**src/rtl/viterbi_frame_decoder.sv**
```systemverilog
// Hard-decision Viterbi frame decoder: one ACS step per accepted symbol, then traceback and bit-serial output.
// Latency FRAME_LEN+1 (terminated) or NS+FRAME_LEN+1 (best-state) after last symbol; input stalls outside IDLE/ACS, output holds while i_bit_ready=0.
module viterbi_frame_decoder #(
    parameter int             K         = 3,
    parameter int             N_OUT     = 2,
    parameter logic [K-1:0]   G0        = 3'b111,
    parameter logic [K-1:0]   G1        = 3'b101,
    parameter logic [K-1:0]   G2        = 3'b000,
    parameter int             FRAME_LEN = 16,
    parameter int             PM_W      = 8
) (
    input  logic             clk,
    input  logic             rst,
    input  logic             i_sym_valid,
    input  logic [N_OUT-1:0] i_sym,
    output logic             o_sym_ready,
    input  logic             i_tail_term,
    output logic             o_bit_valid,
    output logic             o_bit,
    input  logic             i_bit_ready,
    output logic             o_frame_done,
    output logic             o_busy
);
    localparam int NS   = 1 << (K - 1);
    localparam int CMAX = (FRAME_LEN > NS) ? FRAME_LEN : NS;
    localparam int CW   = $clog2(CMAX + 1);
    localparam int TW   = (FRAME_LEN > 1) ? $clog2(FRAME_LEN) : 1;

    localparam logic [CW-1:0]   ONE     = CW'(1);
    localparam logic [CW-1:0]   LAST    = CW'(FRAME_LEN - 1);
    localparam logic [CW-1:0]   FLEN    = CW'(FRAME_LEN);
    localparam logic [CW-1:0]   SLAST   = CW'(NS - 1);
    localparam logic [PM_W-1:0] PM_INIT = {1'b1, {(PM_W-1){1'b0}}};

    localparam logic [2:0] S_IDLE  = 3'd0;
    localparam logic [2:0] S_ACS   = 3'd1;
    localparam logic [2:0] S_BEST  = 3'd2;
    localparam logic [2:0] S_TRACE = 3'd3;
    localparam logic [2:0] S_OUT   = 3'd4;

    logic [2:0]      state;
    logic [CW-1:0]   cnt;
    logic            tail_q;
    logic [K-2:0]    tb_state;
    logic [PM_W-1:0] best_pm;
    logic [PM_W-1:0] pm      [NS];
    logic [PM_W-1:0] pm_nxt  [NS];
    logic [NS-1:0]   dec;
    logic [NS-1:0]   surv    [FRAME_LEN];
    logic [FRAME_LEN-1:0] out_buf;

    logic            sym_hs;
    logic            term;
    logic            scan_take;
    logic            trace_step;
    logic [K-2:0]    cnt_s;
    logic [TW-1:0]   cnt_t;
    logic [TW-1:0]   tr_t;

    function automatic logic [PM_W-1:0] sat_add(input logic [PM_W-1:0] a, input logic [1:0] b);
        logic [PM_W:0] s;
        s = {1'b0, a} + {{(PM_W-1){1'b0}}, b};
        return s[PM_W] ? {PM_W{1'b1}} : s[PM_W-1:0];
    endfunction

    // Hamming distance between the received symbol and the code bits of encoder register r.
    function automatic logic [1:0] bmetric(input logic [K-1:0] r, input logic [N_OUT-1:0] sym);
        logic [2:0] c;
        logic [2:0] d;
        c = {^(r & G2), ^(r & G1), ^(r & G0)};
        d = '0;
        d[N_OUT-1:0] = c[N_OUT-1:0] ^ sym;
        return {1'b0, d[0]} + {1'b0, d[1]} + {1'b0, d[2]};
    endfunction

    assign o_sym_ready  = rst && ((state == S_IDLE) || (state == S_ACS));
    assign sym_hs       = i_sym_valid && o_sym_ready;
    assign term         = (state == S_IDLE) ? i_tail_term : tail_q;
    assign cnt_s        = cnt[K-2:0];
    assign cnt_t        = cnt[TW-1:0];
    assign tr_t         = TW'(cnt - ONE);
    assign trace_step   = (state == S_TRACE) && (cnt != '0);
    assign scan_take    = (cnt == '0) || (pm[cnt_s] < best_pm);
    assign o_bit_valid  = (state == S_OUT);
    assign o_bit        = (state == S_OUT) ? out_buf[cnt_t] : 1'b0;
    assign o_frame_done = (state == S_OUT) && i_bit_ready && (cnt == LAST);
    assign o_busy       = (state != S_IDLE);

    // Predecessors of n are {n[K-3:0],x}; the input bit into n is its MSB. Ties keep p0.
    always_comb begin
        logic [K-2:0]    nst;
        logic [K-2:0]    p0;
        logic [K-2:0]    p1;
        logic [PM_W-1:0] m0;
        logic [PM_W-1:0] m1;
        dec = '0;
        for (int n = 0; n < NS; n++) begin
            nst = n[K-2:0];
            p0  = {nst[K-3:0], 1'b0};
            p1  = {nst[K-3:0], 1'b1};
            m0  = sat_add(pm[p0], bmetric({nst[K-2], p0}, i_sym));
            m1  = sat_add(pm[p1], bmetric({nst[K-2], p1}, i_sym));
            if (m1 < m0) begin
                pm_nxt[n] = m1;
                dec[n]    = 1'b1;
            end else begin
                pm_nxt[n] = m0;
            end
        end
    end

    always_ff @(posedge clk or negedge rst) begin
        if (!rst) begin
            state    <= S_IDLE;
            cnt      <= '0;
            tail_q   <= 1'b0;
            tb_state <= '0;
            best_pm  <= '0;
            for (int i = 0; i < NS; i++) pm[i] <= (i == 0) ? '0 : PM_INIT;
        end else begin
            case (state)
                S_IDLE, S_ACS: begin
                    if (sym_hs) begin
                        pm <= pm_nxt;
                        if (state == S_IDLE) tail_q <= i_tail_term;
                        if (cnt == LAST) begin
                            cnt      <= term ? FLEN : '0;
                            tb_state <= '0;
                            state    <= term ? S_TRACE : S_BEST;
                        end else begin
                            cnt   <= cnt + ONE;
                            state <= S_ACS;
                        end
                    end
                end
                S_BEST: begin
                    if (scan_take) begin
                        tb_state <= cnt_s;
                        best_pm  <= pm[cnt_s];
                    end
                    if (cnt == SLAST) begin
                        cnt   <= FLEN;
                        state <= S_TRACE;
                    end else begin
                        cnt <= cnt + ONE;
                    end
                end
                S_TRACE: begin
                    if (cnt != '0) begin
                        tb_state <= {tb_state[K-3:0], surv[tr_t][tb_state]};
                        cnt      <= cnt - ONE;
                    end else begin
                        // PMs are reseeded here so the next frame starts from state 0.
                        for (int i = 0; i < NS; i++) pm[i] <= (i == 0) ? '0 : PM_INIT;
                        state <= S_OUT;
                    end
                end
                S_OUT: begin
                    if (i_bit_ready) begin
                        if (cnt == LAST) begin
                            cnt   <= '0;
                            state <= S_IDLE;
                        end else begin
                            cnt <= cnt + ONE;
                        end
                    end
                end
                default: state <= S_IDLE;
            endcase
        end
    end

    always_ff @(posedge clk) begin
        if (sym_hs) surv[cnt_t] <= dec;
        if (trace_step) out_buf[tr_t] <= tb_state[K-2];
    end
endmodule

```
**config.mk**
```make
export PLATFORM = sky130hd
export DESIGN_NAME = viterbi_frame_decoder
export DESIGN_NICKNAME = d
export VERILOG_FILES = /design/src/rtl/viterbi_frame_decoder.sv
export SDC_FILE = /design/constraint.sdc
export NUM_CORES = 1
export LEC_CHECK = 0
export CORE_AREA = 2 2 121 123
export DETAILED_ROUTE_END_ITERATION = 10
export DIE_AREA = 0 0 123 125
export GPL_ROUTABILITY_DRIVEN = 0
export PLACE_DENSITY_LB_ADDON = 0.3
export SLEW_MARGIN = 5
export SYNTH_ARGS = -nofsm -noshare
export SYNTH_HDL_FRONTEND = slang
export SYNTH_SLANG_ARGS = --single-unit
```
**constraint.sdc**
```tcl
create_clock -name clk -period 4.27 [get_ports clk]
set_input_delay 0.6405 -clock clk [delete_from_list [all_inputs] [get_ports clk]]
set_output_delay 0.6405 -clock clk [all_outputs]
set_load 0.02 [all_outputs]
```
==> results.sh, run 1 <==
export IMPL_syn_avg_cell_area_sq_um=10.3
export IMPL_ys_flop_type="edfxtp_1"
export IMPL_path_delay_family="compound AO/OA/AOI/OAI gates"
export IMPL_dieHeight_um=125
export IMPL_syn_area_sq_mm=0.00889
export IMPL_grt_ovfl_total=0
export IMPL_period_share=0.968
export IMPL_io_pins=12
export IMPL_netlist_instances=862
export IMPL_core_area_sq_mm=0.0142
export IMPL_clk_pin_slew_worst_paths_ps=60
export IMPL_grt_pass1_vias=7454
export IMPL_endpoint_kind="register"
export IMPL_ys_ff_latch=131
export IMPL_fin_nets=1013
export IMPL_layout_setup_ws_ps=135
export IMPL_max_freq_mhz=242
export IMPL_p_total_uw=7890
export IMPL_pre_cts_slack_ps=-478
export IMPL_synth_edf_count=80
export IMPL_drive_above_1_share=0.234
export IMPL_dpl_hpwl_um=16800
export IMPL_vias_per_cell=6.58
export IMPL_totalWireLength_um=23800
export IMPL_maxSlewViolCount=0
export IMPL_yosysSeqAreaShare=0.414
export IMPL_fp_row_count=44
export IMPL_hp_class="in -> async"
export IMPL_post_route_util=0.735
export IMPL_crit_path_cell_trace="clkdlybuf4s50_1 > inv_1 > ha_1 > inv_1 > ha_1 > buf_4 > nand3b_1 > nand2_2 > a21oi_1 > a31oi_1 > ha_1 > a211oi_2 > nor2b_1 > o2111ai_2 > a221oi_4 > buf_4 > nor3_1 > a311o_1"
export IMPL_grt_start_max_net_pins=45
export IMPL_synthDistinctLibCells=81
export IMPL_rsz0062_at_grt="yes"
export IMPL_cts_tree="built"
export IMPL_area_growth_synth_to_final_pct=17.4
export IMPL_worst_skew_pair_late_latency_ps=440
export IMPL_place_area_sq_mm=0.00974
export IMPL_seq_area_sq_mm=0.00368
export IMPL_fin_area_sq_mm=0.0104
export IMPL_dieArea_sq_mm=0.0154
export IMPL_critical_path_slowest_cell="clkdlybuf4s50_1"
export IMPL_start_util=0.626
export IMPL_tightest_slew_ps=874
export IMPL_placement_io_buffers=11
export IMPL_n_antenna_cell=0
export IMPL_timing_slew_headroom=0.412
export IMPL_clk_path_buf_depth=2
export IMPL_crit_required_ps=4580
export IMPL_drc_errors=0
export IMPL_die_x_um=123
export IMPL_clock_sinks=131
export IMPL_synthArstFlopShare=0.389
export IMPL_cts_buffers=17
export IMPL_antenna_found_initial=0
export IMPL_wl_per_cell_um=20.8
export IMPL_leakage_uw=0.00416
export IMPL_num_vias=7523
export IMPL_fin_crit_ps=4140
export IMPL_clock_skew_ps=12.8
export IMPL_firstDrtPassIters=6
export IMPL_grt_pass1_wl_um=38300
export IMPL_ir_drop_mv=0.392
export IMPL_multi_input_area_sq_mm=0.00493
export IMPL_yosysWarnings=0
export IMPL_synth_top_area_share=0.270
export IMPL_cpPeakStageDelay_ps=470
export IMPL_status="complete, no violations"
export IMPL_whs_ps=59.0
export IMPL_start_kind="primary input"
export IMPL_path_buf_inv=5
export IMPL_hold_violations=0
export IMPL_fillCellCount=941
export IMPL_track_usage=0.321
export IMPL_cts_root_buf="clkbuf_16"
export IMPL_critPathArrivalTime_ps=4450
export IMPL_worstSetupPathType="in -> reg"
export IMPL_cts_max_level=4
export IMPL_cp_common_cell="ha_1"
export IMPL_yosysTopAreaCell="edfxtp_1"
export IMPL_drt_iter0_drc=850
export IMPL_cap_violations=0
export IMPL_synth_area_leaders="edfxtp_1 (27%), dfrtp_1 (14%), ha_1 (8.3%)"
export IMPL_synthesis_nets=928
export IMPL_setup_violations=0
export IMPL_crit_fanout=8
export IMPL_ant_nets=0
export IMPL_p_per_area_mw_per_mm2=756
==> Yosys cell counts (all sizes together), types with 4 or more instances <==
| library cell | instances |
|---|---|
| a21o | 11 |
| nor2b | 17 |
| o311ai | 6 |
| o221ai | 4 |
| inv | 32 |
| nand3b | 8 |
| a221oi | 8 |
| a22oi | 9 |
| buf | 22 |
| o211ai | 5 |
| nor3 | 21 |
| a211oi | 9 |
| clkbuf | 25 |
| mux2 | 7 |
| a31oi | 4 |
| nand2b | 8 |
| o2111ai | 5 |
| o21a | 5 |
| o21ai | 54 |
| dfrtp | 48 |
| nor2 | 68 |
| mux2i | 12 |
| xnor2 | 16 |
| and2 | 7 |
| nand4 | 6 |
| nor4 | 4 |
| nand2 | 99 |
| mux4 | 29 |
| ha | 59 |
| a21oi | 45 |
| and3 | 12 |
| a21boi | 4 |
| edfxtp | 80 |
| a221o | 5 |
| o31ai | 4 |
| xor2 | 13 |
| or3 | 13 |
| nand3 | 46 |
==> through the flow <==
stage          setup TNS (ps)  cells
2_1_floorplan               0    862
3_3_place_gp           -12790   1110
3_5_place_dp           -28100   1110
4_1_cts                     0   1142
5_1_grt                  -704   1144
6_report                    0   1144
==> sequential cells by signal, indices dropped and copies added (netlist names) <==
| register | count |
|---|---|
| state | 3 |
| best_pm | 8 |
| cnt | 5 |
| surv | 64 |
| pm | 32 |
| tb_state | 2 |
| tail_q | 1 |
| out_buf | 16 |
==> path summary, 6_finish.rpt <==
| check | start | to | slack (ps) | depth (start not counted) |
|---|---|---|---|---|
| setup / recovery | i_sym[0] | pm[5]$_DFFE_PN0P_ | 130 | 18 |
| hold reg to reg | tail_q$_DFFE_PN0P_ | tail_q$_DFFE_PN0P_ | 530 | 2 |
| min in group clk | tail_q$_DFFE_PN0P_ | tail_q$_DFFE_PN0P_ | 530 | 2 |
| hold / removal | rst | state[2]$_DFFE_PN0P_ | 60 | 1 |
| setup reg to reg | pm[16]$_DFFE_PN0P_ | pm[28]$_DFFE_PN0P_ | 840 | 14 |
| max in group asynchronous | rst | cnt[1]$_DFFE_PN0P_ | 3350 | 2 |
==> repair_timing <==
item / in CTS / in global routing
resized for setup: 3 / 32
pin swaps: 0 / 1
hold buffers: 0 / 0
buffers inserted: 0 / 2
gates cloned: 0 / 0
endpoints found under the setup margin: 20 / 96
==> metal layers <==
layer  GRT usage  share of wire  vias up
met5           0              0        -
met4       0.148          0.036        0
met3      0.0671          0.073       89
met2       0.551           0.52      428
met1       0.383           0.37     3616
li1            -              -     3390
==> cell families (layout without fill, tap and decap cells) <==
kind of cell | count (synthesis) | count (layout) | share of synthesized area
AO/OA/AOI/OAI | 197 | 197 | 0.161
multiplexers | 48 | 48 | 0.0963
XOR/XNOR | 29 | 29 | 0.0286
adder cells (fa/ha/maj) | 59 | 59 | 0.0830
flip-flops | 131 | 131 | 0.414
AND/OR/NAND/NOR | 319 | 319 | 0.175
buffers and inverters | 79 | 177 | 0.0421
==> cell type report <==
type                       count  share of cell area
clock inverter                14              0.0146
sequential                   131               0.353
tap                          184              0.0221
timing repair buffer         113              0.0850
multi-input combinational    652               0.473
inverter                      32              0.0115
clock buffer                  18              0.0411
==> worst register-to-register path: stages (launching register included) <==
cell	delay [ps]
dfrtp_1	420
ha_1	250
nor2b_1	140
o21ai_0	320
a21boi_0	180
xnor2_1	170
nand2_1	130
ha_1	350
a211oi_2	270
nand2b_1	110
or4_4	460
buf_4	170
nor3_1	210
a221oi_1	80
o21ai_0	110
==> power by group <==
part	leakage [uW]	internal, uW	total, uW	switching [uW]
Clock	0.000276	865	1460	594
Combinational	0.00249	1860	4150	2300
Sequential	0.00139	1820	2270	449
Total	0.00416	4550	7890	3340
==> placed cells by master, fill, tap and decap left out, drive strengths merged, types with 5 or more instances in the layout <==
cell type / n
a211oi: 9
a21o: 11
a21oi: 45
a221o: 5
a221oi: 8
a22oi: 9
and2: 7
and3: 12
buf: 103
clkbuf: 18
clkdlybuf4s50: 10
dfrtp: 48
edfxtp: 80
ha: 59
inv: 37
mux2: 7
mux2i: 12
mux4: 29
nand2: 99
nand2b: 8
nand3: 46
nand3b: 8
nand4: 6
nor2: 68
nor2b: 17
nor3: 21
o2111ai: 5
o211ai: 5
o21a: 5
o21ai: 54
o311ai: 6
or3: 13
xnor2: 16
xor2: 13
(Power assumes the default switching activity.)
==> inputs of run 2 (changes only) <==
--- a/config.mk
+++ b/config.mk
@@ -5,9 +5,9 @@
 export SDC_FILE = /design/constraint.sdc
 export NUM_CORES = 1
 export LEC_CHECK = 0
-export CORE_AREA = 2 2 121 123
+export CORE_AREA = 2 2 93 161
 export DETAILED_ROUTE_END_ITERATION = 10
-export DIE_AREA = 0 0 123 125
+export DIE_AREA = 0 0 95 163
 export GPL_ROUTABILITY_DRIVEN = 0
 export PLACE_DENSITY_LB_ADDON = 0.3
 export SLEW_MARGIN = 5
==> results.sh, run 2 (same netlist as run 1, synthesis figures left out) <==
export IMPL_totalWireLength_um=24400
export IMPL_cap_violations=0
export IMPL_grt_pass1_wl_um=38800
export IMPL_maxSlewViolCount=0
export IMPL_num_vias=7572
export IMPL_fillCellCount=949
export IMPL_clk_path_buf_depth=2
export IMPL_crit_fanout=8
export IMPL_multi_input_area_sq_mm=0.00489
export IMPL_p_sw_frac=0.429
export IMPL_cts_max_level=4
export IMPL_clk_pin_slew_worst_paths_ps=70
export IMPL_layout_cells_most_common="nand2_1"
export IMPL_layout_setup_ws_ps=173
export IMPL_cts_buffers=17
export IMPL_status="complete, no violations"
export IMPL_cts_tree="built"
export IMPL_track_usage=0.330
export IMPL_endpoint_kind="register"
export IMPL_seq_area_sq_mm=0.00368
export IMPL_largest_register="surv"
export IMPL_drive_above_1_share=0.220
export IMPL_worst_skew_pair_late_latency_ps=410
export IMPL_drc_errors=0
export IMPL_die_x_um=95
export IMPL_combPwrFrac=0.520
export IMPL_p_clk_frac=0.180
export IMPL_fin_crit_ps=4100
export IMPL_hold_violations=0
export IMPL_n_antenna_cell=0
export IMPL_largest_reg_flops=64
export IMPL_dieHeight_um=163
export IMPL_top_regs="surv (64), pm (32), out_buf (16)"
export IMPL_instances_no_fill=1132
export IMPL_whs_ps=418
export IMPL_worstSetupPathType="in -> reg"
export IMPL_clock_sinks=131
export IMPL_critPathArrivalTime_ps=4370
export IMPL_setup_violations=0
export IMPL_firstDrtPassIters=5
export IMPL_dp_cells=1100
export IMPL_wl_per_cell_um=21.5
export IMPL_rsz0062_at_grt="yes"
export IMPL_crit_required_ps=4540
export IMPL_fin_area_sq_mm=0.0103
export IMPL_drt_iter0_drc=863
export IMPL_grt_ovfl_total=0
export IMPL_core_area_sq_mm=0.0143
export IMPL_p_per_area_mw_per_mm2=750
export IMPL_postCtsHoldBufs=0
export IMPL_ant_nets=0
export IMPL_final_cell_mix="nand2_1 (98), buf_4 (91), edfxtp_1 (80)"
export IMPL_fin_nets=1005
export IMPL_grt_start_max_net_pins=53
export IMPL_power_frac_seq=0.300
export IMPL_dieArea_sq_mm=0.0155
export IMPL_fp_row_count=58
export IMPL_start_kind="primary input"
export IMPL_ir_drop_mv=0.406
export IMPL_vias_per_cell=6.69
export IMPL_pre_cts_slack_ps=-334
export IMPL_hp_class="in -> async"
export IMPL_place_area_sq_mm=0.00969
export IMPL_dpl_hpwl_um=17700
export IMPL_grt_pass1_vias=7621
export IMPL_max_freq_mhz=244
export IMPL_cts_root_buf="clkbuf_16"
export IMPL_area_growth_synth_to_final_pct=16.0
export IMPL_timing_slew_headroom=0.366
export IMPL_tightest_slew_ps=943
export IMPL_io_pins=12
export IMPL_leakage_uw=0.00411
export IMPL_antenna_found_initial=0
export IMPL_period_share=0.959
export IMPL_power_internal_uw=4420
export IMPL_placement_io_buffers=11
export IMPL_post_route_util=0.722
export IMPL_p_switching_uw=3320
export IMPL_start_util=0.622
export IMPL_clock_skew_ps=10.4
[run 2: critical path: stages]
cell,delay [ps]
clkdlybuf4s50_1,480
inv_1,60
ha_1,310
inv_1,80
ha_1,190
buf_4,150
a21oi_1,190
a211oi_1,90
or2_2,300
nand2_1,90
inv_1,50
ha_1,290
a211oi_1,260
and2b_1,180
o2111ai_2,140
a221oi_4,300
buf_4,200
mux2i_1,240
o21ai_0,120
[run 2: what timing repair did]
item | CTS | global route
resized for setup | 0 | 21
endpoints found under the hold margin | 0 | 0
setup buffers | 0 | 0
setup endpoints to repair | 0 | 73
[run 2: final cells by class]
type / count / area share
multi-input combinational: 652 / 0.474
clock inverter: 15 / 0.0137
timing repair buffer: 105 / 0.0805
sequential: 131 / 0.357
tap: 180 / 0.0218
inverter: 32 / 0.0116
clock buffer: 17 / 0.0412
[run 2: stage by stage]
stage	total power [uW]	setup TNS [ps]
floorplan	4780	0
global route	8150	-15.5
CTS	7600	0
detailed placement	6170	-18950
finish	7740	0
global placement	5950	-9970
[run 2: final timing paths]
kind                               startpoint                      to  slack (ps)  cells after the start
setup / recovery                     i_sym[1]      pm[21]$_DFFE_PN0P_         170                     19
hold / removal                            rst    state[2]$_DFFE_PN0P_         420                      2
setup reg to reg           cnt[0]$_DFFE_PN0P_  best_pm[0]$_DFFE_PN0P_         790                      8
hold reg to reg            tail_q$_DFFE_PN0P_      tail_q$_DFFE_PN0P_         510                      2
max in group asynchronous                 rst      cnt[0]$_DFFE_PN0P_        3350                      2
min in group clk           tail_q$_DFFE_PN0P_      tail_q$_DFFE_PN0P_         510                      2
[run 2: power groups by stage]
stage	logic [uW]	clock network, uW	registers [uW]
5_1_grt	4340	1450	2360
2_1_floorplan	2810	0	1970
3_3_place_gp	3650	0	2300
4_1_cts	3910	1390	2300
3_5_place_dp	3850	0	2320
6_report	4030	1390	2330
[run 2: metal layers]
| layer | wire length, um | vias up | GRT usage |
|---|---|---|---|
| met3 | 1550 | 110 | 0.0523 |
| met2 | 13500 | 447 | 0.611 |
| met1 | 7830 | 3634 | 0.344 |
| met5 | 0 | - | 0 |
| li1 | - | 3381 | - |
| met4 | 1450 | 0 | 0.186 |
==> inputs of run 3 (changes only) <==
--- a/config.mk
+++ b/config.mk
@@ -5,9 +5,9 @@
 export SDC_FILE = /design/constraint.sdc
 export NUM_CORES = 1
 export LEC_CHECK = 0
-export CORE_AREA = 2 2 93 161
+export CORE_AREA = 4 4 112 193
 export DETAILED_ROUTE_END_ITERATION = 10
-export DIE_AREA = 0 0 95 163
+export DIE_AREA = 0 0 116 197
 export GPL_ROUTABILITY_DRIVEN = 0
 export PLACE_DENSITY_LB_ADDON = 0.3
 export SLEW_MARGIN = 5
==> constraint.sdc (replaced) <==
create_clock -name clk -period 4.55 [get_ports clk]
set_input_delay 0.6825 -clock clk [delete_from_list [all_inputs] [get_ports clk]]
set_output_delay 0.6825 -clock clk [all_outputs]
set_load 0.02 [all_outputs]
==> results.sh, run 3 (same netlist as run 1, synthesis figures left out) <==
export IMPL_io_pins=12
export IMPL_grt_start_max_net_pins=54
export IMPL_cts_resized=0
export IMPL_drive_above_1_share=0.185
export IMPL_cpPeakStageDelay_ps=470
export IMPL_grt_pass1_wl_um=36000
export IMPL_setup_violations=0
export IMPL_wl_per_cell_um=19.4
export IMPL_cts_root_buf="clkbuf_16"
export IMPL_grt_ovfl_total=0
export IMPL_cts_tree="built"
export IMPL_combPwrFrac=0.497
export IMPL_post_cts_setup_buffers=0
export IMPL_dieHeight_um=197
export IMPL_dieArea_sq_mm=0.0229
export IMPL_p_per_area_mw_per_mm2=700
export IMPL_crit_path_cell_trace="clkdlybuf4s50_1 > inv_1 > ha_1 > inv_1 > buf_4 > ha_1 > nor2b_1 > o21ai_0 > a21oi_1 > and3_1 > mux2_2 > ha_1 > o2111ai_1 > a21oi_1 > a221oi_4 > buf_4 > or3_2 > nand3_1"
export IMPL_drt_iter0_drc=353
export IMPL_vias_per_cell=5.87
export IMPL_largest_reg_flops=64
export IMPL_worstSetupPathType="in -> reg"
export IMPL_p_sw_frac=0.411
export IMPL_fp_row_count=68
export IMPL_core_area_sq_mm=0.0199
export IMPL_status="complete, no violations"
export IMPL_postCtsHoldBufs=0
export IMPL_layout_cells_most_common="nand2_1"
export IMPL_ir_drop_mv=0.354
export IMPL_start_util=0.447
export IMPL_fin_crit_ps=4220
export IMPL_worst_path_stages=18
export IMPL_period_share=0.927
export IMPL_reg2reg_depth=15
export IMPL_p_total_uw=7140
export IMPL_clock_sinks=131
export IMPL_clock_skew_ps=11.4
export IMPL_path_delay_family="buffers and inverters"
export IMPL_r2r_start="pm[16]$_DFFE_PN0P_"
export IMPL_totalWireLength_um=22700
export IMPL_worst_skew_pair_late_latency_ps=420
export IMPL_p_switching_uw=2940
export IMPL_clk_path_buf_depth=2
export IMPL_endpoint_kind="register"
export IMPL_clk_pin_slew_worst_paths_ps=60
export IMPL_placement_io_buffers=11
export IMPL_num_vias=6861
export IMPL_leakage_uw=0.00399
export IMPL_firstDrtPassIters=4
export IMPL_power_frac_seq=0.300
export IMPL_final_cell_mix="nand2_1 (98), edfxtp_1 (80), nor2_1 (68)"
export IMPL_reg2reg_slack_ps=1040
export IMPL_cp_startpoint="i_sym[0]"
export IMPL_r2r_end="pm[13]$_DFFE_PN0P_"
export IMPL_largest_register="surv"
export IMPL_drc_errors=0
export IMPL_fin_nets=977
export IMPL_hp_class="in -> async"
export IMPL_crit_fanout=8
export IMPL_crit_required_ps=4900
export IMPL_antenna_found_initial=0
export IMPL_tightest_slew_ps=1200
export IMPL_dpl_hpwl_um=17500
export IMPL_max_freq_mhz=237
export IMPL_fillCellCount=1845
export IMPL_area_growth_synth_to_final_pct=14.7
export IMPL_cts_max_level=4
export IMPL_maxSlewViolCount=0
export IMPL_cap_violations=0
export IMPL_power_internal_uw=4210
export IMPL_rsz0062_at_grt="no"
export IMPL_grt_pass1_vias=6879
export IMPL_crit_end="pm[22]$_DFFE_PN0P_"
export IMPL_p_clk_frac=0.203
export IMPL_hold_violations=0
export IMPL_cp_common_cell="ha_1"
export IMPL_timing_slew_headroom=0.203
export IMPL_tns_ps=0
export IMPL_die_x_um=116
export IMPL_track_usage=0.205
export IMPL_n_antenna_cell=0
export IMPL_critical_path_slowest_cell="clkdlybuf4s50_1"
export IMPL_top_regs="surv (64), pm (32), out_buf (16)"
export IMPL_cts_buffers=17
export IMPL_path_buf_inv=5
export IMPL_start_kind="primary input"
export IMPL_ant_nets=0
export IMPL_critPathArrivalTime_ps=4570
run 3: layout make-up:
class / count / area (sq um) / share of cell area
Clock buffer: 18 / 439 / 0.0431
Multi-Input combinational cell: 652 / 4850 / 0.475
Inverter: 32 / 120 / 0.0118
Timing Repair Buffer: 77 / 613 / 0.0601
Tap cell: 245 / 307 / 0.0301
Clock inverter: 14 / 188 / 0.0184
Sequential cell: 131 / 3680 / 0.361
run 3: worst register-to-register path: stages (launching register included):
cell	delay [ps]
dfrtp_1	440
ha_1	230
nor2b_1	130
o21ai_0	130
a21oi_1	390
and3_1	220
mux2_2	360
ha_1	300
nand4_1	120
nor2_1	160
buf_4	130
a31oi_2	90
buf_4	170
buf_4	140
or3_1	350
nand3_1	90
run 3: how the worst min path moves through the flow:
stage	to	depth (start not counted)
after global routing	state[2]$_DFFE_PN0P_	2
after CTS	best_pm[2]$_DFFE_PN0P_	2
after floorplan	best_pm[0]$_DFFE_PN0P_	0
final	state[2]$_DFFE_PN0P_	2
after detailed placement	tail_q$_DFFE_PN0P_	2
after global placement	tail_q$_DFFE_PN0P_	2
run 3: power by group through the flow:
| stage | sequential [uW] | combinational (uW) | clock [uW] |
|---|---|---|---|
| finish | 2140 | 3550 | 1450 |
| global route | 2170 | 3900 | 1520 |
| CTS | 2130 | 3560 | 1460 |
| detailed placement | 2160 | 3540 | 0 |
| global placement | 2150 | 3510 | 0 |
| floorplan | 1850 | 2640 | 0 |
run 3: per-layer routing:
metal	global-route usage	vias to the layer above	part of all wire
met3	0.0218	60	0.017
met2	0.401	124	0.58
li1	-	3320	-
met4	0.112	0	0.050
met5	0	-	0
met1	0.203	3357	0.35
run 3: through the flow:
step / util / setup WS [ps] / cells / area, sq um / hold WS [ps]
after floorplan: - / 357 / 862 / 8890 / 387
after global placement: 0.480 / -54.3 / 1137 / 9560 / 492
after detailed placement: 0.480 / -91.8 / 1137 / 9560 / 511
after CTS: 0.512 / 341 / 1169 / 10200 / 431
after global routing: 0.512 / 29.2 / 1169 / 10200 / 481
final: 0.512 / 331 / 1169 / 10200 / 418
